--- src/rtl/sha3_result_collector.sv ---
// rtl/sha3_result_collector.sv - captures SHA3 scan completions into a small result FIFO with stats
module sha3_result_collector #(
  parameter int DEPTH        = 2,
  parameter bit STORE_MISSES = 1'b0
) (
  input  logic                     clk,
  input  logic                     rst,
  input  logic                     s_ready,
  input  logic                     s_found,
  input  logic [31:0]              s_nonce,
  input  logic [25*64-1:0]         s_hash,
  output logic                     res_valid,
  input  logic                     res_pop,
  input  logic [5:0]               rd_sel,
  output logic [31:0]              rd_data,
  output logic [$clog2(DEPTH):0]   res_level,
  output logic                     overflow,
  output logic [31:0]              completed_count,
  output logic [31:0]              found_count,
  input  logic                     clear
);

  localparam int AW = $clog2(DEPTH);
  localparam int LW = AW + 1;
  localparam logic [LW-1:0] FULL = LW'(DEPTH);

  // Entry storage; the hash is kept as 50 words so rd_sel indexes it directly.
  logic [49:0][31:0] hash_mem  [DEPTH];
  logic [31:0]       nonce_mem [DEPTH];
  logic              found_mem [DEPTH];

  logic          ready_q, ready_d;
  logic [AW-1:0] wr_ptr_q, wr_ptr_d;
  logic [AW-1:0] rd_ptr_q, rd_ptr_d;
  logic [LW-1:0] level_q, level_d;
  logic          overflow_q, overflow_d;
  logic [31:0]   completed_q, completed_d;
  logic [31:0]   found_cnt_q, found_cnt_d;
  logic [31:0]   rd_data_q, rd_data_d;

  logic              event_w, store_w, full_w, empty_w;
  logic              do_pop, do_push, drop_w;
  logic [49:0][31:0] head_words;

  // Completion detection and FIFO push/pop decisions.
  always_comb begin
    event_w = s_ready & ~ready_q;
    store_w = event_w & (STORE_MISSES | s_found);
    full_w  = (level_q == FULL);
    empty_w = (level_q == '0);
    do_pop  = res_pop & ~empty_w;
    // A pop in the same cycle frees the slot, so a full FIFO can still accept.
    do_push = store_w & (~full_w | do_pop);
    drop_w  = store_w & full_w & ~do_pop;
  end

  // Next-state for pointers, level, statistics and the registered read word.
  always_comb begin
    ready_d     = s_ready;
    wr_ptr_d    = wr_ptr_q;
    rd_ptr_d    = rd_ptr_q;
    level_d     = level_q;
    overflow_d  = overflow_q;
    completed_d = completed_q;
    found_cnt_d = found_cnt_q;
    rd_data_d   = '0;
    head_words  = hash_mem[rd_ptr_q];

    if (do_push) wr_ptr_d = wr_ptr_q + AW'(1);
    if (do_pop)  rd_ptr_d = rd_ptr_q + AW'(1);
    if (do_push && !do_pop)      level_d = level_q + LW'(1);
    else if (do_pop && !do_push) level_d = level_q - LW'(1);

    // Clear wins over a same-cycle event for the statistics only.
    if (clear) begin
      overflow_d  = 1'b0;
      completed_d = '0;
      found_cnt_d = '0;
    end else begin
      overflow_d  = overflow_q | drop_w;
      completed_d = completed_q + {31'b0, event_w};
      found_cnt_d = found_cnt_q + {31'b0, event_w & s_found};
    end

    // Read word comes from the head as it stands before this edge's pop.
    if (!empty_w) begin
      if (rd_sel < 6'd50)       rd_data_d = head_words[rd_sel];
      else if (rd_sel == 6'd50) rd_data_d = nonce_mem[rd_ptr_q];
      else if (rd_sel == 6'd51) rd_data_d = {31'b0, found_mem[rd_ptr_q]};
    end
  end

  // Control state; ready history resets high so a ready held through reset is not a completion.
  always_ff @(posedge clk or negedge rst) begin
    if (!rst) begin
      ready_q     <= 1'b1;
      wr_ptr_q    <= '0;
      rd_ptr_q    <= '0;
      level_q     <= '0;
      overflow_q  <= 1'b0;
      completed_q <= '0;
      found_cnt_q <= '0;
      rd_data_q   <= '0;
    end else begin
      ready_q     <= ready_d;
      wr_ptr_q    <= wr_ptr_d;
      rd_ptr_q    <= rd_ptr_d;
      level_q     <= level_d;
      overflow_q  <= overflow_d;
      completed_q <= completed_d;
      found_cnt_q <= found_cnt_d;
      rd_data_q   <= rd_data_d;
    end
  end

  // Entry payload write; contents need no reset because an empty FIFO reads zero.
  always_ff @(posedge clk) begin
    if (do_push) begin
      hash_mem[wr_ptr_q]  <= s_hash;
      nonce_mem[wr_ptr_q] <= s_nonce;
      found_mem[wr_ptr_q] <= s_found;
    end
  end

  assign res_valid       = ~empty_w;
  assign res_level       = level_q;
  assign rd_data         = rd_data_q;
  assign overflow        = overflow_q;
  assign completed_count = completed_q;
  assign found_count     = found_cnt_q;

endmodule

--- config.mk ---
export PLATFORM = sky130hd
export DESIGN_NAME = sha3_result_collector
export DESIGN_NICKNAME = d
export VERILOG_FILES = /design/src/rtl/sha3_result_collector.sv
export SDC_FILE = /design/constraint.sdc
export NUM_CORES = 2
export LEC_CHECK = 0
export BUFFER_PORTS_ARGS = -buffer_cell sky130_fd_sc_hd__buf_2
export CORE_AREA = 8 8 668 670
export DETAILED_ROUTE_END_ITERATION = 16
export DIE_AREA = 0 0 676 678
export PLACE_DENSITY = 0.56
export REMOVE_ABC_BUFFERS = 1
export SLEW_MARGIN = 20
export SYNTH_ARGS = -nofsm -noshare
export SYNTH_HDL_FRONTEND = slang
export SYNTH_SLANG_ARGS = --single-unit
export TNS_END_PERCENT = 1
--- constraint.sdc ---
create_clock -name clk -period 82.6 [get_ports clk]
set_input_delay 12.39 -clock clk [delete_from_list [all_inputs] [get_ports clk]]
set_output_delay 12.39 -clock clk [all_outputs]
set_load 0.02 [all_outputs]
After elaboration in Yosys (flattened, before gate mapping). Memory sizes are Yosys's and may differ from the RTL's. Cells that the tools add are included.

$add $sub $neg: 6. $mul: 0. Divide/modulo/power cells: 0. $lt $le $gt $ge: 2. Eq/ne operators: 3. Shift-type cells: 0. Mux-type cells: 13. Bitwise gates (word level): 12. Reduce and logical (&&, ||, !) cells: 6.

Operator list (count): 32-bit binary-select mux with 6-bit select (1); 32-bit 2-to-1 mux (6); 32-bit by 1-bit adder with 32-bit output (2); 6-bit == test (second input constant) (2); 6-bit by 7-bit < comparator with 1-bit output (second input constant) (1); 1-bit bitwise AND (6); 6-bit < comparator (second input constant) (1); 1-bit 2-to-1 mux (4); 2-bit 2-to-1 mux (2); 1-bit NOT (4); 1-bit adder (second input constant) (2); 2-bit by 1-bit adder with 2-bit output (second input constant) (1); 2-bit == test (second input constant) (1); 1-bit logical AND (2); 1-bit zero test (2); 2-bit zero test (1); 1-bit OR (2); 2-bit nonzero test (1); 2-bit by 1-bit subtractor with 2-bit output (second input constant) (1).

Bits in registers: 102. Latch bits: 0. Memory bits (writable): 3266. Bits in read-only memories: 0. Input port bits: 1644. Output and inout bits: 100. Word-level logic and storage cells: 53. Memories: 3.

Memory list: hash_mem (words 2, width 1600, read ports 1, clocked after memory_dff 0, write ports 1, line 28) `logic [49:0][31:0] hash_mem [DEPTH];`; nonce_mem (words 2, width 32, read ports 1, clocked after memory_dff 0, write ports 1, line 29) `logic [31:0] nonce_mem [DEPTH];`; found_mem (words 2, width 1, read ports 1, clocked after memory_dff 0, write ports 1, line 30) `logic found_mem [DEPTH];`.

Logic depth before layout (Yosys ltp).
Depth after elaboration: 9. Mapped depth: 12.

Least setup slack after synthesis. No wires, ideal clock.

Path kind: input to register. Start: input port s_ready. End: memory found_mem[0] (enable). Setup time: 3.879 ns. Data arrival time: 84.087 ns. Data required time: 78.721 ns. Path slack: -5.367 ns. Cell stages on the path: 4. Cells stage by stage: nor2b_1 > and2_1 > nor2b_1 > nor2b_1.

Longest elaborated chain between the ends: 5.

Ends and longest elaborated chain: start: declaration (line 8) `input logic s_ready,`; 1-bit bitwise AND (line 47) `event_w = s_ready & ~ready_q;`; 1-bit bitwise AND (line 48) `store_w = event_w & (STORE_MISSES | s_found);`; 1-bit bitwise AND (line 53) `do_push = store_w & (~full_w | do_pop);`; 1-bit 2-to-1 mux (line 118) `if (do_push) begin`; 1-bit 2-to-1 mux (implied by the code) (line 121) `found_mem[wr_ptr_q] <= s_found;`; end: declaration (line 30).

No other way between the ends.

Worst setup path in the final report.
Start: input port s_ready. End: memory hash_mem[0][66] (netlist name) (enable).

Longest elaborated chain between the ends: 5.

Ends and longest elaborated chain: 1-bit bitwise AND (line 47); 1-bit bitwise AND (line 48); 1-bit bitwise AND (line 53); 1-bit 2-to-1 mux (line 118); 1-bit 2-to-1 mux (implied by the code) (line 119) `hash_mem[wr_ptr_q] <= s_hash;`; end: declaration (line 28).

No other way between the ends.

==> results by group <==
Clock tree
  • CTS max path bufs: 4
  • Hold Buf Count CTS: 0
  • Clk root buf: clkbuf_16
  • Clock slew at reported path FFs: around 0.060 ns
  • Htree depth: 5
  • CTS Sinks: about 3400
  • # resized after CTS: 0
  • Worst-Skew Late Latency: 0.95 ns
  • Setup Fix Bufs, Post-CTS: 0
  • Inserted Clock Buffers: 363
  • Clock tree from TritonCTS: yes

Placement
  • Placement Cell Area: 0.1447 sq mm
  • # port buffers: approximately 1700
  • RD Place Congestion: 0.8268
  • Post-detail-place hpwl: 344500 microns

Synthesis
  • Main flop type after synthesis: edfxtp_1
  • Ys async rst share: 3.029%
  • Synth Register Bits: about 3400
  • Syn avg cell area: around 23 sq um
  • Synth Instances: ~5700
  • Synth unique cells: approximately 70
  • Register area share after synthesis: roughly four fifths
  • Post-synth EDFFs: 3266
  • Synthesized area: around 0.13 sq mm
  • Yosys warning total: 0

Global routing
  • First-pass GRT wire length: 615000 microns
  • Largest net degree at the start of global routing: approximately 170
  • GRT Util Overall: between 10% and 20%
  • Global route overflow: 0
  • Initial antenna violation count: 663
  • Number of global-route vias before repair: between 70000 and 80000

Final layout
  • Fill cells: about 40000
  • Final net count: between 9000 and 10000
  • Final Instance Area: ~0.16 sq mm
  • Multi-input gate area: between 0.02 and 0.03 sq mm
  • Commonest non-fill, non-tap cell in the layout: edfxtp_1
  • Final Util: between 30% and 40%
  • Layout cells sized above 1: between 40% and 50%
  • Register Area: approximately 0.1 sq mm
  • Area grow syn2layout: 22.04%
  • Most frequent cells in the layout: edfxtp_1, buf_2, mux4_2, clkbuf_16, mux2i_1

STA
  • Max Clock Freq: 0.05628 GHz
  • Least-Margin Pin Slew: roughly 1.2 ns
  • Slew HR: between 20% and 30%
  • Minimum clock period: approximately 18 ns
  • Final Hold Vio Count: 0
  • RSZ-0062 raised after global routing: no
  • Post-route setup TNS: 0 ns
  • Fin crit share: 21.51%
  • Clk_skew: about 0.053 ns
  • Final Max Tran Viols: 0
  • Final Setup Violations: 0

Worst setup path
  • CP Launch Point: s_ready
  • Worst EP arrival: between 15 and 20 ns
  • Worst r2r src: rd_ptr_q
  • Crit Path Category: in -> reg
  • CP max FO: between 100 and 150
  • CP Capture Type: flip-flop
  • R2R depth: 13
  • Critical Path RT: ~83 ns
  • Crit start category: primary input

Worst hold path
  • Hold path start: overflow
  • Worst Hold Class: reg -> reg
  • Worst hold stages: 2

Power and ir drop
  • Clock network fraction of design power: between 30 and 40%
  • Register share of total power: roughly 46%
  • Pwr dens: between 20 and 30 mW/mm^2
  • Int Pwr: roughly 3.2 mW
  • Lkg Pwr: ~53 nW
  • Switching pwr: 1.118 mW
  • VDD IR-drop max: ~0.021 mV
  • Comb power frac: roughly 17%
  • Total power: 4.367 mW
  • Switching Fraction: about 26%

Route
  • First-pass DRT Iterations: 6
  • Vias after detailed routing: 70630
  • 1st-iter DRT viols: 7246
  • Via density: between 5 and 6
  • Drt wl/cell: 33.01 microns
  • # DRC: 0
  • Antenna-violating nets left: 0
  • Routed WL: 464700 microns

Floorplan
  • Row cnt: around 240
  • Placeable core region: roughly 0.44 sq mm
  • Starting Density: between 20% and 30%
  • Die Ht: just under 700 microns
  • Die Area: between 0.4 and 0.5 sq mm
  • I/O pin count: 1744
  • Die X: between 600 and 700 microns

Job
  • Max-cap viol count: 0

Run status
  • Status: finished clean
## Yosys cell counts, types with 39 or more instances
cell | instances | area (sq um)
o22ai_1 | 47 | 294.0
buf_2 | 101 | 505.5
mux4_2 | 821 | 18490
a21oi_1 | 83 | 415.4
clkbuf_1 | 79 | 296.5
buf_4 | 53 | 397.9
nand2_1 | 187 | 701.9
nand3_1 | 60 | 300.3
buf_6 | 39 | 439.2
dfrtp_1 | 101 | 2527
nor2_1 | 110 | 412.9
edfxtp_1 | 3266 | 98070
mux2i_1 | 211 | 2112
## metrics by stage
stage                     instances  hold WS (ns)  setup slack (ns)
final                         14080        0.5341             64.83
after global routing          13890        0.5746             64.55
after CTS                     13730        0.5327             64.60
after detailed placement      13060        0.5197             63.57
after global placement        13060        0.5080             63.74
after floorplan                5394        0.4555            -5.367
## cell families (layout without fill, tap and decap cells)
family / after synthesis / in the layout / share of synthesized area, %
compound gates: 404 / 404 / 2.152
xor+xnor: 52 / 52 / 0.3534
fa+ha+maj: 5 / 5 / 0.04854
buf+inv: 314 / 2587 / 1.405
flops: 3368 / 3368 / 78.08
mux: 1050 / 1050 / 16.14
other cells: 0 / 351 / 0
simple gates: 503 / 503 / 1.817
## critical path, stage by stage
cell and delay [ns]:
buf_2 0.09, nor2b_1 0.21, and2_1 0.24, nor2b_1 0.37, nor2b_4 0.21, buf_4 0.66
buf_4 0.73, buf_12 0.61, buf_4 0.72, buf_4 0.87, buf_6 0.73
## metal layers
layer	wire [microns]	share of wire [%]	up-vias	GRT usage, %
met5	1524	0.33	-	0
met2	240900	52	3591	34.50
li1	-	-	28670	-
met3	41960	9.0	1290	5.705
met4	19000	4.1	232	7.541
met1	161300	35	36850	22.06
## registers in the layout, summed over array words and instances, names as in the netlist
| register | count |
|---|---|
| hash_mem | 3200 |
| nonce_mem | 64 |
| completed_count | 32 |
| found_count | 32 |
| rd_data | 32 |
| found_mem | 2 |
| res_level | 2 |
| overflow | 1 |
| rd_ptr_q | 1 |
| ready_q | 1 |
| wr_ptr_q | 1 |
## area by class of cell
class,instances,area share (%)
Clock buffer,462,6.207
Inverter,12,0.04375
Antenna cell,351,0.5585
Tap cell,5757,4.580
Multi-Input combinational cell,2014,16.96
Sequential cell,3368,63.98
Timing Repair Buffer,1907,6.462
Clock inverter,206,1.211
## power by group through the flow
stage               clock network, mW  registers, mW  logic [mW]
global route                     1.68           2.03       0.807
global placement                    0           2.06       0.766
detailed placement                  0           2.06       0.773
CTS                              1.62           2.03       0.775
finish                           1.59           2.03       0.750
floorplan                           0           2.43        1.00
## final timing paths
path,to,slack [ns]
worst min-delay path,overflow,0.53
worst max register to register,rd_data[16],75.91
worst max-delay path,hash_mem[0][66],64.83
max in group asynchronous,rd_ptr_q,69.55
worst min register to register,overflow,0.53
min in group asynchronous,found_count[16],11.59
Note: power is estimated with default switching activity, not from simulation.
